==> config.mk <==
export PLATFORM = sky130hd
export DESIGN_NAME = conv_ctrl
export DESIGN_NICKNAME = d
export VERILOG_FILES = /design/src/rtl/conv_ctrl.sv
export SDC_FILE = /design/constraint.sdc
export NUM_CORES = 1
export LEC_CHECK = 0
export ABC_AREA = 1
export CAP_MARGIN = 20
export CORE_AREA = 4 4 86 72
export CTS_BUF_LIST = sky130_fd_sc_hd__clkbuf_16
export CTS_CLUSTER_SIZE = 14
export DETAILED_ROUTE_END_ITERATION = 10
export DIE_AREA = 0 0 90 76
export PLACE_DENSITY = 0.75
export SLEW_MARGIN = 30
export SYNTH_ARGS = -nofsm -noshare
export SYNTH_HDL_FRONTEND = slang
export SYNTH_SLANG_ARGS = --single-unit
==> constraint.sdc <==
create_clock -name clk -period 3.8 [get_ports clk]
set_clock_uncertainty 0.2 [all_clocks]
set_input_delay 0.57 -clock clk [delete_from_list [all_inputs] [get_ports clk]]
set_output_delay 0.57 -clock clk [all_outputs]
set_load 0.1 [all_outputs]
==> src/rtl/conv_ctrl.sv <==
// Conv layer sequencer: per kernel, load K*K weights, run until OUT_N results are written, idle 2 cycles.
// Weight-enable lags the read strobe by one cycle; no backpressure, excess conv_ovalid is dropped.
module conv_ctrl #(
  parameter int K       = 5,
  parameter int N_KER0  = 6,
  parameter int N_KER1  = 12,
  parameter int WADDR_W = 10
) (
  input  logic               clk,
  input  logic               rst,
  input  logic               go,
  input  logic               layer,
  input  logic               conv_ovalid,
  output logic               wt_rd,
  output logic [WADDR_W-1:0] wt_addr,
  output logic               conv_weight_en,
  output logic               conv_start,
  output logic               conv_state,
  output logic               win_start,
  output logic               out_we,
  output logic [13:0]        out_addr,
  output logic [3:0]         kernel_idx,
  output logic               busy,
  output logic               done
);

  localparam int KK     = K * K;
  localparam int LD_W   = $clog2(KK + 1);
  localparam int OUT_N0 = (28 - K + 1) * (28 - K + 1);
  localparam int OUT_N1 = (12 - K + 1) * (12 - K + 1);

  typedef enum logic [2:0] {IDLE, LOAD, RUN, GAP, FIN} state_t;

  state_t            state, state_nxt;
  logic [LD_W-1:0]   ld_cnt;
  logic [9:0]        out_cnt;
  logic              gap_cnt;
  logic [9:0]        out_n;
  logic              last_k;
  logic [WADDR_W-1:0] wt_base;

  // Layer-dependent constants follow the layer latched at go, never the live input.
  assign out_n   = conv_state ? 10'(OUT_N1) : 10'(OUT_N0);
  assign last_k  = conv_state ? (kernel_idx == 4'(N_KER1 - 1)) : (kernel_idx == 4'(N_KER0 - 1));
  assign wt_base = conv_state ? WADDR_W'(N_KER0 * KK) : '0;

  always_ff @(posedge clk) begin
    if (rst) begin
      state          <= IDLE;
      ld_cnt         <= '0;
      out_cnt        <= '0;
      gap_cnt        <= 1'b0;
      kernel_idx     <= '0;
      conv_state     <= 1'b0;
      conv_weight_en <= 1'b0;
    end else begin
      state          <= state_nxt;
      conv_weight_en <= wt_rd;
      case (state)
        IDLE: begin
          if (go) begin
            conv_state <= layer;
            kernel_idx <= '0;
            out_cnt    <= '0;
            ld_cnt     <= '0;
          end
        end
        LOAD: begin
          if (ld_cnt == LD_W'(KK)) ld_cnt <= '0;
          else                     ld_cnt <= ld_cnt + 1'b1;
        end
        RUN: begin
          if (conv_ovalid) out_cnt <= out_cnt + 10'd1;
        end
        GAP: begin
          gap_cnt <= ~gap_cnt;
          if (gap_cnt && !last_k) begin
            kernel_idx <= kernel_idx + 4'd1;
            out_cnt    <= '0;
          end
        end
        default: ;
      endcase
    end
  end

  always_comb begin
    state_nxt  = state;
    wt_rd      = 1'b0;
    wt_addr    = '0;
    conv_start = 1'b0;
    win_start  = 1'b0;
    out_we     = 1'b0;
    out_addr   = '0;
    busy       = 1'b1;
    done       = 1'b0;
    case (state)
      IDLE: begin
        busy = 1'b0;
        if (go) state_nxt = LOAD;
      end
      LOAD: begin
        conv_start = 1'b1;
        wt_rd      = (ld_cnt < LD_W'(KK));
        wt_addr    = wt_base + WADDR_W'(kernel_idx) * WADDR_W'(KK) + WADDR_W'(ld_cnt);
        if (ld_cnt == LD_W'(KK)) state_nxt = RUN;
      end
      RUN: begin
        conv_start = 1'b1;
        win_start  = 1'b1;
        out_we     = conv_ovalid;
        out_addr   = 14'(kernel_idx) * 14'(out_n) + 14'(out_cnt);
        if (conv_ovalid && (out_cnt == out_n - 10'd1)) state_nxt = GAP;
      end
      GAP: begin
        if (gap_cnt) state_nxt = last_k ? FIN : LOAD;
      end
      FIN: begin
        done      = 1'b1;
        state_nxt = IDLE;
      end
      default: state_nxt = IDLE;
    endcase
  end

endmodule
==> results of run 1 <==
[metrics by stage]
stage                util  worst slack, ns  power, uW  area (um^2)
floorplan               -           -0.286       1020         2690
global placement    0.608            0.106       1160         3230
detailed placement  0.608           0.0117       1170         3230
CTS                 0.636           -0.145       1430         3380
global route        0.645           -0.279       1530         3430
finish              0.645           -0.158       1430         3430
[sequential cells by signal, indices dropped and copies added (netlist names)]
| register | cells |
|---|---|
| kernel_idx | 4 |
| out_cnt | 10 |
| state | 3 |
| conv_state | 1 |
| conv_weight_en | 1 |
| gap_cnt | 1 |
| ld_cnt | 5 |
[cell usage in the layout, fill, tap and decap left out, types with 3 or more instances in the layout]
master and instances:
a21oi_1 26, a21oi_2 3, a21oi_4 5, buf_12 12
buf_4 31, clkbuf_16 3, clkdlybuf4s50_1 10, dfxtp_1 19
dfxtp_2 4, fa_1 6, ha_1 36, ha_4 3
inv_1 65, inv_2 9, nand2_1 67, nand2_4 3
nand3_1 18, nand3_2 3, nand4_1 9, nor2_1 35
nor2_2 6, nor2_4 3, nor3_1 6, o21ai_0 11
xor2_1 5
[routing by layer]
| metal | routed length [um] | global-route usage | part of all wire |
|---|---|---|---|
| met5 | 0 | 0 | 0 |
| met4 | 53 | 0.0352 | 0.0086 |
| met3 | 254 | 0.0257 | 0.041 |
| met2 | 2740 | 0.293 | 0.45 |
| met1 | 3090 | 0.252 | 0.50 |
[power by group through the flow]
stage          combinational (uW)  clock [uW]  sequential [uW]
3_3_place_gp                  812           0              351
6_report                      856         234              344
5_1_grt                       926         251              349
3_5_place_dp                  819           0              353
2_1_floorplan                 645           0              370
4_1_cts                       844         238              344
[final cells by class]
type / instances / area [um^2] / share of cell area
Multi-Input combinational cell: 267 / 1900 / 0.555
Timing Repair Buffer: 53 / 573 / 0.167
Tap cell: 65 / 81.3 / 0.0237
Clock inverter: 1 / 3.75 / 0.00109
Inverter: 74 / 280 / 0.0817
Clock buffer: 3 / 75.1 / 0.0219
Sequential cell: 25 / 513 / 0.150
[worst max-delay path, stage by stage (launching register included)]
cell and delay (ns):
dfxtp_4 0.36, inv_2 0.04, fa_1 0.50, inv_1 0.04
ha_1 0.26, inv_1 0.04, fa_1 0.48, inv_2 0.05
ha_4 0.30, a21oi_4 0.06, or2_4 0.25, nand3_4 0.09
nand3_4 0.08, a21oi_4 0.18, buf_12 0.19
[Yosys cell counts]
library cell  instances
inv_2                 5
buf_6                 2
xnor2_1               1
o211ai_1              2
buf_1                 1
nor2_2                1
clkbuf_1              1
fa_1                  7
nand2_1              70
nand4_1               9
and2_1                1
o21a_1                2
o21bai_1              1
a21oi_1              34
ha_1                 40
buf_2                 1
nand2_4               2
nor3_1                7
nand3_2               3
inv_1                69
dfxtp_1              25
or2_2                 3
o21ai_0              15
nand3_1              20
xor2_1                5
clkbuf_2              1
nor2_4                1
nor2_1               42
nor2_8                1
[timing repair]
action | in CTS | in global routing
setup endpoints to repair | 5 | 7
pin swaps | 5 | 5
gates resized for setup | 6 | 9
setup buffers | 8 | 2
[logic make-up (layout without fill, tap and decap cells)]
logic type                 Yosys count  after routing  share of synthesized area
AOI/OAI and AO/OA                   54             54                      0.112
xor gates and xnor gates             6              6                     0.0208
adders and majority gates           47             47                      0.254
buffers and inverters               80            131                      0.126
DFF                                 25             25                      0.199
and+or+nand+nor                    160            160                      0.288
[final timing paths]
path                 startpoint          to  slack [ns]  cells past startpoint
setup / recovery  kernel_idx[0]  wt_addr[9]       -0.16                     14
hold / removal       out_cnt[4]  out_cnt[4]        0.30                      2
setup reg to reg     conv_state  out_cnt[9]        1.75                     11
hold reg to reg      out_cnt[4]  out_cnt[4]        0.30                      2
==> reports/metrics.csv, run 1 <==
stage;metric;value;unit
clocking;insertion_delay;0.26;ns
pwr;combPwrFrac;0.597;
finish;drive_gt1_frac;0.241;
setup_path;crit_arrival;3.19;ns
grt;grt_pass1_vias;2333;
logic_synthesis;yosysSeqAreaShare;0.199;
floorplanning;initial_utilization;0.474;
run_status;violations;setup timing;
pwr;powerDensity;418;nW/um^2
floorplanning;die_area;6840;um^2
logic_synthesis;synth_top_area_cell;dfxtp_1;
timing;tns;-0.572;ns
setup_path;critPathRequiredTime;3.03;ns
timing;slew_violations;0;
placed_design;globalplace.congestion;0.839;
floorplanning;coreArea;5320;um^2
placed_design;port_buffers;40;
clocking;clockBufferDepth;2;
pwr;switching_power;789;uW
clocking;cts_hold_buf;0;
pwr;swShare;0.550;
floorplanning;die_width;90;um
floorplanning;num_rows;24;
clocking;cts_root_buffer;clkbuf_16;
setup_path;startpoint_type;register;
timing;worst_pin_slew;0.989;ns
grt;grt_pass1_wl;10500;um
pwr;peakVddDrop;0.000605;V
setup_path;endpoint_kind;output port;
clocking;cts_tree;yes;
route;ant_nets;0;
route;vias;2486;
clocking;htreeDepth;1;
clocking;cts.clk_slew.worst_paths;0.07;ns
timing;setup_viol;4;
timing;finalHoldViolations;0;
route;routedWlPerCell;12.6;um
logic_synthesis;ys_top_cells_by_area;dfxtp_1 (20%), ha_1 (20%), nand2_1 (10%);
floorplanning;top_level_ports;41;
pwr;p_leak;0.00162;uW
timing;rsz0062_at_grt;yes;
placed_design;dp_cells;474;
timing;holdWs;0.301;ns
setup_path;critPathMaxFanout;4;
placed_design;hpwl;4730;um
grt;grt_usage;0.179;
route;dr.pass1.iters;4;
finish;n_antenna_cell;0;
pwr;power.share.clock;0.163;
pwr;p_seq_frac;0.240;
route;drcViolationCount;0;
finish;area_growth;36.0;%
timing;min_period;3.96;ns
timing;fin_ws;-0.158;ns
grt;antenna_found_initial;0;
pwr;power.internal;645;uW
floorplanning;die_y;76;um
clocking;cts_sinks;25;
logic_synthesis;synth_seq_cells;25;
logic_synthesis;syn_inst;372;
grt;grt-ovfl-total;0;
route;first_iter_violations;170;
timing;fmax;253;MHz
setup_path;worstSetupPathType;reg -> out;
logic_synthesis;yosys_warnings;0;
route;wl;6140;um
clocking;cts_buffers;3;
logic_synthesis;yosys.area.top_type_share;0.199;
logic_synthesis;syn-cell-area;2520;um^2
grt;grt_max_degree;21;
run_status;outcome;finished with violations;
logic_synthesis;synth_nets;424;
logic_synthesis;synth.distinct_cells;29;
finish;fin_cells;488;
worst_hold_path;holdCritPathClass;reg -> reg;
timing;maxSlewHeadroom;0.339;
flow_run;cap_viol_max_count;0;
route;via_per_inst;5.09;
logic_synthesis;syn_area_per_cell;6.78;um^2
finish;fillCellCount;435;
finish;finalNetCount;476;
timing;timing.final.crit_share;1.04;
No activity file was read; power rests on OpenSTA's default activity.
==> run 2: changes to the inputs <==
--- a/config.mk
+++ b/config.mk
@@ -13,6 +13,8 @@
 export DETAILED_ROUTE_END_ITERATION = 10
 export DIE_AREA = 0 0 90 76
 export PLACE_DENSITY = 0.75
+export RECOVER_POWER = 100
+export SKIP_LAST_GASP = 1
 export SLEW_MARGIN = 30
 export SYNTH_ARGS = -nofsm -noshare
 export SYNTH_HDL_FRONTEND = slang
==> reports/metrics.csv, run 2 (synthesis gave the netlist of run 1 again) <==
stage;metric;value;unit
timing;rsz0062_at_grt;yes;
clocking;cts_root_buffer;clkbuf_16;
grt;grt-ovfl-total;0;
run_status;outcome;finished with violations;
setup_path;path_cells;inv_2 > fa_1 > inv_1 > ha_1 > inv_1 > fa_1 > inv_2 > ha_4 > a21oi_4 > or2_4 > nand3_4 > nand3_4 > a21oi_4 > buf_12;
pwr;p_leak;0.00156;uW
worst_hold_path;holdCritPathClass;reg -> reg;
finish;area_growth;31.0;%
finish;n_antenna_cell;0;
grt;grt_pass1_vias;2333;
pwr;combPwrFrac;0.586;
clocking;cts_buffers;3;
timing;finalHoldViolations;0;
setup_path;cp_num_buf_inv;5;
setup_path;critPathTopFamily;adder cells;
flow_run;cap_viol_max_count;0;
pwr;power.internal;612;uW
timing;min_period;3.96;ns
grt;grt_usage;0.179;
worst_hold_path;hp-start;out_cnt[4];
floorplanning;coreArea;5320;um^2
timing;tns;-0.563;ns
grt;grt.met1_usage;0.252;
route;routedWlPerCell;12.6;um
worst_hold_path;hold_end;out_cnt[4];
clocking;cts_tree;yes;
pwr;p_seq_frac;0.247;
route;via_per_inst;5.11;
setup_path;crit_arrival;3.19;ns
clocking;clockBufferDepth;2;
setup_path;r2r_start;conv_state;
floorplanning;top_level_ports;41;
setup_path;reg2reg_slack;1.43;ns
finish;final_common_cell;nand2_1;
timing;slew_violations;0;
grt;top_usage_layer;met2;
timing;holdWs;0.302;ns
grt;grt_max_degree;21;
pwr;switching_power;777;uW
finish;regMostFlops;out_cnt;
timing;setup_viol;4;
clocking;htreeDepth;1;
setup_path;worstSetupPathType;reg -> out;
floorplanning;die_width;90;um
grt;use_met2;0.293;
route;wl;6130;um
clocking;insertion_delay;0.26;ns
setup_path;critPathMaxFanout;4;
clocking;cts_hold_buf;0;
run_status;violations;setup timing;
placed_design;hpwl;4730;um
pwr;powerDensity;421;nW/um^2
route;dr.pass1.iters;4;
placed_design;post-place-ws;0.0117;ns
finish;largestRegisters;out_cnt x10, ld_cnt x5, kernel_idx x4;
route;vias;2492;
timing;fmax;253;MHz
timing;worst_pin_slew;1.18;ns
grt;grtUsageMet3;0.0257;
setup_path;crit-reg2reg-capture;out_cnt[9];
pwr;power.share.clock;0.167;
route;ant_nets;0;
floorplanning;num_rows;24;
placed_design;globalplace.congestion;0.839;
grt;antenna_found_initial;0;
clocking;cts.clk_slew.worst_paths;0.06;ns
route;drcViolationCount;0;
setup_path;cp_slowest_cell;fa_1;
finish;largest_reg_flops;10;
finish;final_cell_mix;nand2_1 (67), inv_1 (66), nor2_1 (36), ha_1 (36), a21oi_1 (26);
floorplanning;die_area;6840;um^2
clocking;cts_sinks;25;
timing;maxSlewHeadroom;0.219;
setup_path;endpoint_kind;output port;
grt;grt_pass1_wl;10500;um
finish;drive_gt1_frac;0.196;
setup_path;slowest_delay;0.50;ns
finish;finalNetCount;476;
setup_path;startpoint_type;register;
route;first_iter_violations;161;
floorplanning;initial_utilization;0.474;
pwr;swShare;0.559;
worst_hold_path;min_path_cells;2;
floorplanning;die_y;76;um
pwr;peakVddDrop;0.000580;V
timing;timing.final.crit_share;1.04;
setup_path;critPathRequiredTime;3.03;ns
placed_design;port_buffers;40;
timing;fin_ws;-0.155;ns
setup_path;rr_worst_depth;9;
## run 2: changes by cell type in the layout (fill, tap and decap cells not counted), sizes merged
cell and change:
buf -21, clkbuf +21, clkdlybuf4s50 -8, dlygate4sd3 +8
## run 2: stage by stage
step,cell area [um^2],total power [uW],cells,util
CTS,3380,1430,486,0.636
finish,3300,1390,488,0.621
global placement,3230,1160,474,0.608
floorplan,2690,1020,372,-
detailed placement,3230,1170,474,0.608
global route,3300,1480,488,0.621
## run 2: worst reg2reg max path: stages (launching register included)
cell and delay, ns:
dfxtp_4 0.37, inv_4 0.05, clkbuf_1 0.23, ha_1 0.29, nand4_1 0.19, a21oi_1 0.10, nor2_1 0.51, nor2_1 0.09
nor2_1 0.14, nor2_1 0.05
## run 2: worst max-delay path by stage
stage	depth (start not counted)	startpoint	slack, ns	endpoint
floorplan	13	kernel_idx[0]	-0.29	wt_addr[9]
global placement	15	conv_state	0.11	wt_addr[9]
detailed placement	15	conv_state	0.01	wt_addr[9]
CTS	15	kernel_idx[0]	-0.15	wt_addr[9]
global route	15	kernel_idx[0]	-0.28	wt_addr[9]
finish	14	kernel_idx[0]	-0.16	wt_addr[9]
## run 2: power groups by stage
stage	logic, uW	registers [uW]	clock network, uW
6_report	814	344	232
5_1_grt	885	349	251
4_1_cts	844	344	238
3_5_place_dp	819	353	0
3_3_place_gp	812	351	0
2_1_floorplan	645	370	0
## run 2: area by class of cell
class,instances,area [um^2]
timing repair buffer,53,459
tap,65,81.3
inverter,74,280
clock buffer,3,75.1
multi-input combinational,267,1890
fill,454,2010
clock inverter,1,3.75
sequential,25,513
## run 2: metal layers
metal | routed length, um | share of wire | vias to the layer above
met3 | 367 | 0.060 | 7
met1 | 2960 | 0.48 | 1121
met4 | 54 | 0.0088 | 0
li1 | - | - | 1294
met2 | 2750 | 0.45 | 70
met5 | 0 | 0 | -
## run 2: timing repair
| item | CTS | global route |
|---|---|---|
| pin swaps | 5 | 5 |
| buffers inserted | 8 | 2 |
| endpoints found under the setup margin | 5 | 7 |
| gates resized for setup | 6 | 8 |
==> run 3: changes to the inputs <==
--- a/config.mk
+++ b/config.mk
@@ -12,7 +12,7 @@
 export CTS_CLUSTER_SIZE = 14
 export DETAILED_ROUTE_END_ITERATION = 10
 export DIE_AREA = 0 0 90 76
-export PLACE_DENSITY = 0.75
+export PLACE_DENSITY = 0.82
 export RECOVER_POWER = 100
 export SKIP_LAST_GASP = 1
 export SLEW_MARGIN = 30
==> reports/metrics.csv, run 3 (synthesis gave the netlist of run 1 again) <==
stage;metric;value;unit
run_status;outcome;finished with violations;
run_status;violations;setup timing;
worst_hold_path;hold_end;out_cnt[4];
timing;rsz0062_at_grt;yes;
setup_path;critPathRequiredTime;3.03;ns
setup_path;startpoint_type;register;
finish;final_cell_mix;nand2_1 (68), inv_1 (63), nor2_1 (36), ha_1 (36), buf_4 (30);
route;first_iter_violations;256;
placed_design;globalplace.congestion;0.867;
clocking;cts_tree;yes;
clocking;cts_sinks;25;
setup_path;r2r_start;conv_state;
timing;worst_pin_slew;0.997;ns
finish;regMostFlops;out_cnt;
timing;finalHoldViolations;0;
pwr;powerDensity;418;nW/um^2
grt;antenna_found_initial;0;
clocking;clockBufferDepth;2;
floorplanning;die_y;76;um
route;top_layer;met4;
setup_path;crit_arrival;3.15;ns
route;routedWlPerCell;12.9;um
timing;timing.final.crit_share;1.03;
floorplanning;initial_utilization;0.474;
setup_path;reg2reg_slack;1.72;ns
finish;n_antenna_cell;0;
grt;grt_usage;0.184;
route;via_per_inst;5.19;
finish;finalNetCount;476;
flow_run;cap_viol_max_count;0;
route;wirelength_met1;2850;um
finish;final_common_cell;nand2_1;
route;wl;6300;um
floorplanning;die_width;90;um
grt;grt_max_degree;21;
route;drcViolationCount;0;
route;vias;2534;
floorplanning;coreArea;5320;um^2
finish;largestRegisters;out_cnt x10, ld_cnt x5, kernel_idx x4;
route;dr.pass1.iters;5;
setup_path;rr_worst_depth;10;
clocking;cts.clk_slew.worst_paths;0.06;ns
pwr;peakVddDrop;0.000543;V
grt;grt_pass1_wl;10800;um
timing;fin_ws;-0.123;ns
worst_hold_path;min_path_cells;2;
finish;area_growth;35.2;%
worst_hold_path;hp-start;out_cnt[4];
timing;maxSlewHeadroom;0.333;
clocking;insertion_delay;0.26;ns
clocking;cts_root_buffer;clkbuf_16;
clocking;htreeDepth;1;
timing;slew_violations;0;
finish;final_util;0.641;
finish;drive_gt1_frac;0.236;
placed_design;port_buffers;40;
setup_path;crit-reg2reg-capture;kernel_idx[2];
floorplanning;die_area;6840;um^2
timing;min_period;3.92;ns
grt;grt-ovfl-total;0;
timing;setup_viol;5;
clocking;cts_buffers;3;
timing;fmax;255;MHz
setup_path;worstSetupPathType;reg -> out;
finish;largest_reg_flops;10;
placed_design;hpwl;4750;um
grt;grt_pass1_vias;2340;
route;ant_nets;0;
route;wl_met3;413;um
pwr;p_leak;0.00160;uW
setup_path;critPathMaxFanout;4;
route;wl_met2;2980;um
setup_path;endpoint_kind;output port;
floorplanning;top_level_ports;41;
timing;holdWs;0.307;ns
floorplanning;num_rows;24;
worst_hold_path;holdCritPathClass;reg -> reg;
[run 3: changes by cell type in the layout (fill, tap and decap cells not counted), moves of 4 or more]
cell             delta
dlygate4sd3_1       -6
clkbuf_1           -15
buf_4              +17
buf_12              +4
clkdlybuf4s50_1     +6
[run 3: worst max path at each step]
stage	depth (start not counted)	from	slack, ns	endpoint
floorplan	13	kernel_idx[0]	-0.29	wt_addr[9]
global placement	14	conv_state	0.12	wt_addr[9]
detailed placement	15	conv_state	0.07	wt_addr[9]
CTS	14	ld_cnt[4]	-0.13	wt_addr[9]
global route	15	conv_state	-0.25	wt_addr[9]
finish	15	ld_cnt[4]	-0.12	wt_addr[9]
[run 3: what timing repair did]
action                                  CTS  global route
resized for setup                         4             9
buffers inserted                          5             3
pin swaps                                 5             5
hold buffers                              0             0
endpoints found under the setup margin    5             6
[run 3: stage by stage]
stage	power (uW)	setup WS [ns]	std cells	instance area (um^2)	setup TNS [ns]
6_report	1420	-0.123	488	3410	-0.466
4_1_cts	1420	-0.134	485	3370	-0.387
2_1_floorplan	1020	-0.286	372	2690	-1.24
5_1_grt	1510	-0.250	488	3410	-1.07
3_5_place_dp	1170	0.0657	476	3250	0
3_3_place_gp	1160	0.120	476	3250	0
[run 3: worst max-delay path, stage by stage, from the launching register on]
cell and delay [ns]:
dfxtp_2 0.33, inv_2 0.05, fa_1 0.53, inv_1 0.04
ha_1 0.26, inv_1 0.04, fa_1 0.49, inv_2 0.04
ha_4 0.29, nand2_2 0.05, inv_2 0.05, nand4_1 0.13
nand3_4 0.15, nand3_4 0.07, a21oi_4 0.17, buf_12 0.19
[run 3: final cells by class]
cell class / instances / area, um^2
inverter: 74 / 280
sequential: 25 / 514
clock buffer: 3 / 75.1
tap: 65 / 81.3
clock inverter: 1 / 3.75
timing repair buffer: 53 / 569
multi-input combinational: 267 / 1890
fill: 461 / 1910
[run 3: layer usage]
layer,vias up,global-route usage
li1,1289,-
met1,1157,0.253
met2,80,0.306
met3,8,0.0375
met4,0,0.0275
met5,-,0
[run 3: power breakdown]
group	switching [uW]	internal [uW]	total, uW
Sequential	52.7	294	346
Combinational	639	207	846
Clock	92.0	141	233
Total	784	641	1420
